<file path="src/rtl/uart_rx_mmio.sv">
// Memory-mapped 8N1 UART receiver with a small receive FIFO.
// Exposes a data register (read pops one byte) and a status register
// (read clears the sticky overrun / frame-error flags) to the LSU load path.
module uart_rx_mmio #(
  parameter int unsigned CLK_FREQ   = 50000000,
  parameter int unsigned BAUD       = 115200,
  parameter int unsigned FIFO_DEPTH = 4,
  parameter logic [31:0] DATA_ADDR  = 32'h10000004,
  parameter logic [31:0] STAT_ADDR  = 32'h10000008
) (
  input  logic        i_clk,
  input  logic        i_rst_n,
  input  logic        i_rx,
  input  logic        i_ren,
  input  logic [31:0] i_address,
  output logic [31:0] o_rdata,
  output logic        o_hit,
  output logic        o_rx_avail
);

  localparam int unsigned CLKS_PER_BIT = CLK_FREQ / BAUD;
  localparam int unsigned HALF_BIT     = CLKS_PER_BIT / 2;
  localparam int unsigned CNT_W        = $clog2(CLKS_PER_BIT);
  localparam int unsigned PTR_W        = (FIFO_DEPTH > 1) ? $clog2(FIFO_DEPTH) : 1;
  localparam int unsigned CNT_FW       = $clog2(FIFO_DEPTH + 1);

  localparam logic [CNT_W-1:0] BIT_LAST  = CNT_W'(CLKS_PER_BIT - 1);
  localparam logic [CNT_W-1:0] HALF_LAST = CNT_W'(HALF_BIT - 1);

  typedef enum logic [2:0] {
    S_IDLE,
    S_START,
    S_DATA,
    S_STOP,
    S_WAIT_IDLE
  } state_t;

  state_t             state_q, state_d;
  logic [CNT_W-1:0]   bit_cnt_q, bit_cnt_d;
  logic [2:0]         bit_idx_q, bit_idx_d;
  logic [7:0]         shift_q, shift_d;
  logic               rx_meta_q, rx_s_q;
  logic               shift_en, stop_ok, stop_bad;

  logic [7:0]         mem_q [FIFO_DEPTH];
  logic [PTR_W-1:0]   wr_ptr_q, rd_ptr_q;
  logic [CNT_FW-1:0]  count_q, count_d;
  logic               overrun_q, overrun_d;
  logic               frame_err_q, frame_err_d;

  logic               full, empty, pop, push, ovr_set, stat_rd;
  logic               data_sel, stat_sel;
  logic [2:0]         count3;
  logic [31:0]        status;

  // Two-flop synchroniser; idle-high so reset does not look like a start bit.
  always_ff @(posedge i_clk or negedge i_rst_n) begin
    if (!i_rst_n) begin
      rx_meta_q <= 1'b1;
      rx_s_q    <= 1'b1;
    end else begin
      rx_meta_q <= i_rx;
      rx_s_q    <= rx_meta_q;
    end
  end

  // Receive FSM state, bit timer, bit index and assembled byte.
  always_ff @(posedge i_clk or negedge i_rst_n) begin
    if (!i_rst_n) begin
      state_q   <= S_IDLE;
      bit_cnt_q <= '0;
      bit_idx_q <= '0;
      shift_q   <= '0;
    end else begin
      state_q   <= state_d;
      bit_cnt_q <= bit_cnt_d;
      bit_idx_q <= bit_idx_d;
      shift_q   <= shift_d;
    end
  end

  // Next-state logic: mid-bit sampling after a half-bit start qualification.
  always_comb begin
    state_d   = state_q;
    bit_cnt_d = bit_cnt_q;
    bit_idx_d = bit_idx_q;
    shift_en  = 1'b0;
    stop_ok   = 1'b0;
    stop_bad  = 1'b0;
    unique case (state_q)
      S_IDLE: begin
        if (!rx_s_q) begin
          state_d   = S_START;
          bit_cnt_d = '0;
        end
      end
      S_START: begin
        if (bit_cnt_q == HALF_LAST) begin
          bit_cnt_d = '0;
          bit_idx_d = '0;
          // A line that is high again at mid-start was a glitch.
          state_d   = rx_s_q ? S_IDLE : S_DATA;
        end else begin
          bit_cnt_d = bit_cnt_q + CNT_W'(1);
        end
      end
      S_DATA: begin
        if (bit_cnt_q == BIT_LAST) begin
          bit_cnt_d = '0;
          shift_en  = 1'b1;
          if (bit_idx_q == 3'd7) begin
            state_d = S_STOP;
          end else begin
            bit_idx_d = bit_idx_q + 3'd1;
          end
        end else begin
          bit_cnt_d = bit_cnt_q + CNT_W'(1);
        end
      end
      S_STOP: begin
        if (bit_cnt_q == BIT_LAST) begin
          bit_cnt_d = '0;
          if (rx_s_q) begin
            stop_ok = 1'b1;
            state_d = S_IDLE;
          end else begin
            // Hold off until the line returns high so a break is one error.
            stop_bad = 1'b1;
            state_d  = S_WAIT_IDLE;
          end
        end else begin
          bit_cnt_d = bit_cnt_q + CNT_W'(1);
        end
      end
      S_WAIT_IDLE: begin
        if (rx_s_q) begin
          state_d = S_IDLE;
        end
      end
      default: state_d = S_IDLE;
    endcase
  end

  // Per-bit load of the sampled data bit, LSB first.
  for (genvar gi = 0; gi < 8; gi++) begin : g_shift
    assign shift_d[gi] = (shift_en && (bit_idx_q == 3'(gi))) ? rx_s_q : shift_q[gi];
  end

  assign full     = (count_q == CNT_FW'(FIFO_DEPTH));
  assign empty    = (count_q == '0);
  assign data_sel = (i_address == DATA_ADDR);
  assign stat_sel = (i_address == STAT_ADDR);
  assign pop      = i_ren && data_sel && !empty;
  assign stat_rd  = i_ren && stat_sel;
  // A pop in the same cycle frees the slot, so a full FIFO still accepts.
  assign push     = stop_ok && (!full || pop);
  assign ovr_set  = stop_ok && full && !pop;

  // Storage array; contents need no reset since count gates visibility.
  always_ff @(posedge i_clk) begin
    if (push) begin
      mem_q[wr_ptr_q] <= shift_q;
    end
  end

  // Occupancy next value from the push/pop pair.
  always_comb begin
    count_d = count_q;
    unique case ({push, pop})
      2'b10:   count_d = count_q + CNT_FW'(1);
      2'b01:   count_d = count_q - CNT_FW'(1);
      default: count_d = count_q;
    endcase
  end

  // Sticky flags: a set in the same cycle as a status read wins.
  always_comb begin
    overrun_d   = ovr_set  | (overrun_q   & ~stat_rd);
    frame_err_d = stop_bad | (frame_err_q & ~stat_rd);
  end

  // FIFO pointers, occupancy and sticky error flags.
  always_ff @(posedge i_clk or negedge i_rst_n) begin
    if (!i_rst_n) begin
      wr_ptr_q    <= '0;
      rd_ptr_q    <= '0;
      count_q     <= '0;
      overrun_q   <= 1'b0;
      frame_err_q <= 1'b0;
    end else begin
      if (push) wr_ptr_q <= wr_ptr_q + PTR_W'(1);
      if (pop)  rd_ptr_q <= rd_ptr_q + PTR_W'(1);
      count_q     <= count_d;
      overrun_q   <= overrun_d;
      frame_err_q <= frame_err_d;
    end
  end

  assign count3 = 3'(count_q);
  assign status = {25'b0, count3, frame_err_q, overrun_q, full, !empty};

  // Combinational register read mux; the LSU ORs this in when o_hit is high.
  always_comb begin
    o_rdata = '0;
    if (data_sel) begin
      if (!empty) o_rdata = {24'b0, mem_q[rd_ptr_q]};
    end else if (stat_sel) begin
      o_rdata = status;
    end
  end

  assign o_hit      = data_sel || stat_sel;
  assign o_rx_avail = !empty;

endmodule

</file>
<file path="config.mk">
export PLATFORM = sky130hd
export DESIGN_NAME = uart_rx_mmio
export DESIGN_NICKNAME = d
export VERILOG_FILES = /design/src/rtl/uart_rx_mmio.sv
export SDC_FILE = /design/constraint.sdc
export NUM_CORES = 1
export LEC_CHECK = 0
export BUFFER_PORTS_ARGS = -buffer_cell sky130_fd_sc_hd__buf_4
export CAP_MARGIN = 10
export CORE_MARGIN = 2
export CORE_UTILIZATION = 45
export DETAILED_ROUTE_END_ITERATION = 10
export PLACE_DENSITY = 0.67
export SLEW_MARGIN = 5
export SYNTH_ARGS = -nofsm -noshare
export SYNTH_HDL_FRONTEND = slang
export SYNTH_SLANG_ARGS = --single-unit
</file>
<file path="constraint.sdc">
create_clock -name i_clk -period 6 [get_ports i_clk]
set_clock_uncertainty 0.1 [all_clocks]
set_input_delay 0.6 -clock i_clk [delete_from_list [all_inputs] [get_ports i_clk]]
set_output_delay 0.6 -clock i_clk [all_outputs]
set_load 0.05 [all_outputs]
</file>
Yosys cells after proc, flatten, opt, wreduce, memory -nomap -nowiden
Memory sizes are Yosys's and may differ from the RTL's.
Cells that the tools add are included.
Operators by class
  $add $sub $neg: 6
  equal/unequal tests: 25
  multiplexer cells: 31
  bitwise operators: 5
  reductions and logical operators: 29
Operator list (count)
  32-bit by 29-bit equality test with 1-bit output, second input constant: 2
  32-bit 2-to-1 mux: 1
  3-bit 2-to-1 mux: 10
  9-bit 2-to-1 mux: 3
  9-bit one-hot mux with 3 select lines: 1
  3-bit equality test, second input constant: 6
  3-bit one-hot mux with 5 select lines: 1
  1-bit logical AND: 14
  2-bit inequality test, second input constant: 7
  3-bit by 2-bit equality test with 1-bit output, second input constant: 4
  3-bit one-hot mux with 2 select lines: 2
  1-bit 2-to-1 mux: 10
  9-bit by 1-bit adder with 9-bit output, second input constant: 1
  9-bit by 8-bit equality test with 1-bit output, second input constant: 1
  9-bit equality test, second input constant: 1
  3-bit logical NOT: 3
  8-bit 2-to-1 mux: 1
  7-bit 2-to-1 mux: 1
  3-bit by 1-bit adder with 3-bit output, second input constant: 2
  3-bit by 1-bit equality test with 1-bit output, second input constant: 2
  6-bit AND reduction: 1
  2-bit by 1-bit adder with 2-bit output, second input constant: 2
  4-bit AND reduction: 1
  2-bit nonzero test: 2
  12 further kinds: 17
Storage, ports and cells
  flip-flop bits (word level): 34
  memory bits (writable): 32
  bits of input ports: 36
  output and inout port bits: 34
  logic and storage cells: 115
  memories kept: 1
Memory list
  mem_q: words 4, bits a word 8, read ports 1, clocked after Yosys merged registers in 0, wr ports 1, RTL line 45  | logic [7:0] mem_q [FIFO_DEPTH];

Depth between registers and ports, before layout
  word-level depth: 7
  mapped depth: 11
  gate-level depth less buffers: 10

Least setup slack after synthesis
Ideal clock, no wire load.
  kind: input to register
  start: in i_address[26]
  end: reg count_q[2], in the netlist count3[2]
  setup time: 0.087 ns
  data arrival time: 3.092 ns
  data required time: 5.813 ns
  slack: 2.722 ns
  stages: 10
  path buffers: 0
  cells stage by stage: nor4b_4 > nand4_4 > or2_1 > or3_4 > or2_1 > fa_1 > nor4_1 > o31ai_1 > a21boi_0 > o211ai_1
On the way
  word-level cells in the longest chain between the ends: 7
  elaborated cells on any way between the ends: 9
  those cells by class: eq/ne: 3; mux: 1; reduce/logical: 5
RTL lines
  from (decl): RTL line 15  | input logic [31:0] i_address,
  32-bit by 29-bit equality test with 1-bit output (*): RTL line 151  | assign data_sel = (i_address == DATA_ADDR);
  1-bit logical AND (*) (2 in a row): RTL line 153  | assign pop = i_ren && data_sel && !empty;
  1-bit logical OR: RTL line 156  | assign push = stop_ok && (!full || pop);
  1-bit logical AND: RTL line 156
  2-bit by 1-bit equality test with 1-bit output or 2-bit equality test (tied branches): RTL line 169  | unique case ({push, pop})
  3-bit one-hot mux with 2 select lines or 2-bit nonzero test (tied branches)
  to (signal assigned): RTL line 193  | count_q <= count_d;
  to (decl): RTL line 47  | logic [CNT_FW-1:0] count_q, count_d;
Every way passes the cells marked *; elsewhere a longest branch is shown, timed or not.
A chain may end at the register's enable or synchronous reset.

Worst setup path in the final report
  start: in i_address[5]
  end: reg count_q[2], in the netlist count3[2]
Same word-level chain as after synthesis.

==> results_dict.tcl <==
set metrics [dict create \
    status "complete, no violations" \
    clkTransAtPathRegs_ns 0.08 \
    cts_buffer_depth 2 \
    final_max_slew_viol_count 0 \
    r2r-end "count3[2]" \
    grt.overflow.total 0 \
    antennaDiodeCount 0 \
    cp.required_ns 6.15 \
    n_fill_cell 666 \
    clock_latency_ns 0.34 \
    synth-edff-count 32 \
    final_common_cell "buf_4" \
    cpMostUsedCell "or2_1" \
    fin_crit_sh_pct 59.00 \
    fp.coreArea_mm2 0.007767 \
    setup_violations 0 \
    std_cell_rows 32 \
    r2r-start "count3[2]" \
    slew_headroom_pct 56.36 \
    synthesis.area_mm2 0.003622 \
    die_w_um 93.72 \
    dpl_cell_area_mm2 0.003961 \
    tightest_slew_ns 0.6510 \
    reg2reg_slack_ns 3.12 \
    wl_per_cell_um 15.49 \
    drc 0 \
    avgSynthCellArea_um2 12.67 \
    worstSetupPathType "in2reg" \
    htree_num_levels 3 \
    drv_cap 0 \
    worst_setup_path_start_kind "input port" \
    totalWireLength_um 6831 \
    fin_nets 384 \
    place_congestion 0.8080 \
    yosysSeqAreaShare_pct 50.09 \
    r2r_cells 8 \
    final_area_mm2 0.004144 \
    initial_core_util_pct 46.63 \
    grt_antenna_before_repair 0 \
    cts.sinks 66 \
    rsz0062_at_grt "no" \
    power_density_mw_per_mm2 213.5 \
    hold_viol 0 \
    die_h_um 93.72 \
    vdd.ir_drop.worst_mv 0.1322 \
    hold_buffers 0 \
    cp_slowest_cell "nor4_1" \
    netlist_instances 286 \
    antenna_left 0 \
    synth-seq-cells 66 \
    max_stage_delay_ns 0.51 \
    track_usage_pct 16.23 \
    fmax_ghz 0.2825 \
    cts_tree "built" \
    numCtsBuffers 9 \
    whs_ns 0.1070 \
    finalCriticalPeriod_ns 3.540 \
    hpwl_um 5100 \
    layout_common_cells "buf_4 (45), dfrtp_1 (32), edfxtp_1 (32)" \
    ys_async_sr_fraction_pct 51.52 \
    vias 2342 \
    die_area_mm2 0.008783 \
    io_buffers 45 \
    drive_gt1_share_pct 28.61 \
    p_leak_nw 1.773 \
    yosysWarnings 0 \
    ys.flop_type "edfxtp_1" \
    drtPass1Iterations 4 \
    seq_area_mm2 0.001814 \
    cts_setup_buffers 0 \
    crit_chain "buf_4 -> nor4_2 -> nand4_1 -> or2_1 -> or3_4 -> or2_1 -> fa_1 -> nor4_1 -> o31ai_1 -> a21boi_0 -> o211ai_1" \
    tns_ns 0 \
    grt_max_degree 35 \
    clock-root-buffer "clkbuf_8" \
    vias_per_cell 5.311 \
    path_max_fanout 4 \
    arrival_ns 3.69 \
    grt_pass1_vias 2254 \
    synthToLayoutAreaGrowth_pct 14.40 \
    grt_pass1_wl_um 10820 \
    multiInputGateArea_mm2 0.001633 \
    synth_cell_type_count 66 \
    ios 70 \
    drt_iter0_markers 121 \
    endpoint_kind "flop" \
    cts_resized 0 \
    min_path_type "in2async" \
]
[final cells by class]
cell class,count,area share (%)
timing repair buffer,45,8.152
inverter,13,1.178
tap,102,3.080
sequential,66,43.78
multi-input combinational,199,39.40
clock buffer,9,2.989
clock inverter,7,1.419
[per-stage QoR]
stage | util (%) | power (mW) | std cells | worst slack (ns)
finish | 53.35 | 0.8849 | 441 | 2.460
global route | 53.35 | 0.9221 | 441 | 2.336
floorplan | - | 0.5323 | 309 | 2.722
global placement | 51.00 | 0.5471 | 425 | 2.385
detailed placement | 51.00 | 0.5478 | 425 | 2.166
CTS | 53.35 | 0.8940 | 441 | 2.512
[synth_stat cells, types with 2 or more instances]
cell type,number,area share (%)
nor2b_1,3,0.52
nand2_1,13,1.3
a32o_1,3,0.83
o22ai_1,3,0.52
nor4_4,3,1.8
mux4_2,8,5.0
buf_2,2,0.28
mux2_2,9,2.8
xnor2_1,6,1.5
xor2_1,2,0.48
ha_1,13,4.5
nand2b_1,4,0.69
o21ai_0,8,1.1
a21o_1,4,0.83
nand4_1,2,0.35
mux2_1,3,0.93
mux2i_1,2,0.55
nor3_1,2,0.28
nor2_1,11,1.1
and2_1,5,0.86
inv_1,12,1.2
nor4_1,2,0.35
and3_1,8,1.4
nand3_1,10,1.4
edfxtp_1,32,27
o21a_1,2,0.41
nor3b_1,5,1.0
a21oi_1,8,1.1
nand3b_1,2,0.41
buf_4,25,5.2
or2_1,2,0.35
clkbuf_1,3,0.31
dfstp_2,2,1.5
nor4_2,3,1.0
nor3_2,2,0.55
dfrtp_1,32,22
[critical path, delay by kind of cell]
family                     cells  cell delay, ns
adders and majority gates      1            0.42
buffers and inverters          1            0.11
and+or+nand+nor                6            2.03
AOI/OAI and AO/OA              3            0.54
[worst max path at each step]
stage,depth (start not counted),end,startpoint,slack (ns)
finish,11,count3[2],i_address[5],2.46
global route,11,count3[2],i_address[5],2.34
CTS,11,count3[2],i_address[5],2.51
detailed placement,11,count3[2],i_address[5],2.17
global placement,11,count3[2],i_address[5],2.38
floorplan,10,count3[2],i_address[26],2.72
[power breakdown]
part           internal, mW  switching [mW]
sequential            0.472         0.00155
clock                 0.156           0.191
combinational        0.0176          0.0467
[cell families (layout without fill, tap and decap cells)]
| family | after synthesis | count (layout) | synth area share (%) |
|---|---|---|---|
| AND/OR/NAND/NOR | 90 | 90 | 18.65 |
| flip-flops | 66 | 66 | 50.09 |
| buffers and inverters | 44 | 74 | 7.219 |
| AO/OA/AOI/OAI | 41 | 41 | 7.704 |
| multiplexers | 22 | 22 | 9.257 |
| adder cells (fa/ha/maj) | 14 | 14 | 5.043 |
| XOR/XNOR | 8 | 8 | 1.934 |
| other | 1 | 24 | 0.1035 |
[metal layers]
layer | track usage (%) | vias up | share of wire, %
met4 | 5.314 | 0 | 1.4
met3 | 4.575 | 7 | 7.2
met1 | 20.03 | 1136 | 42
met5 | 0 | - | 0
li1 | - | 1115 | -
met2 | 27.50 | 84 | 49
[flip-flops by register name, indices dropped and copies added (netlist names), 2 cells and up]
signal,count
rd_ptr_q,2
mem_q,32
count3,3
wr_ptr_q,2
state_q,3
bit_cnt_q,9
bit_idx_q,3
shift_q,8
Power figures use the tool's default switching activity.
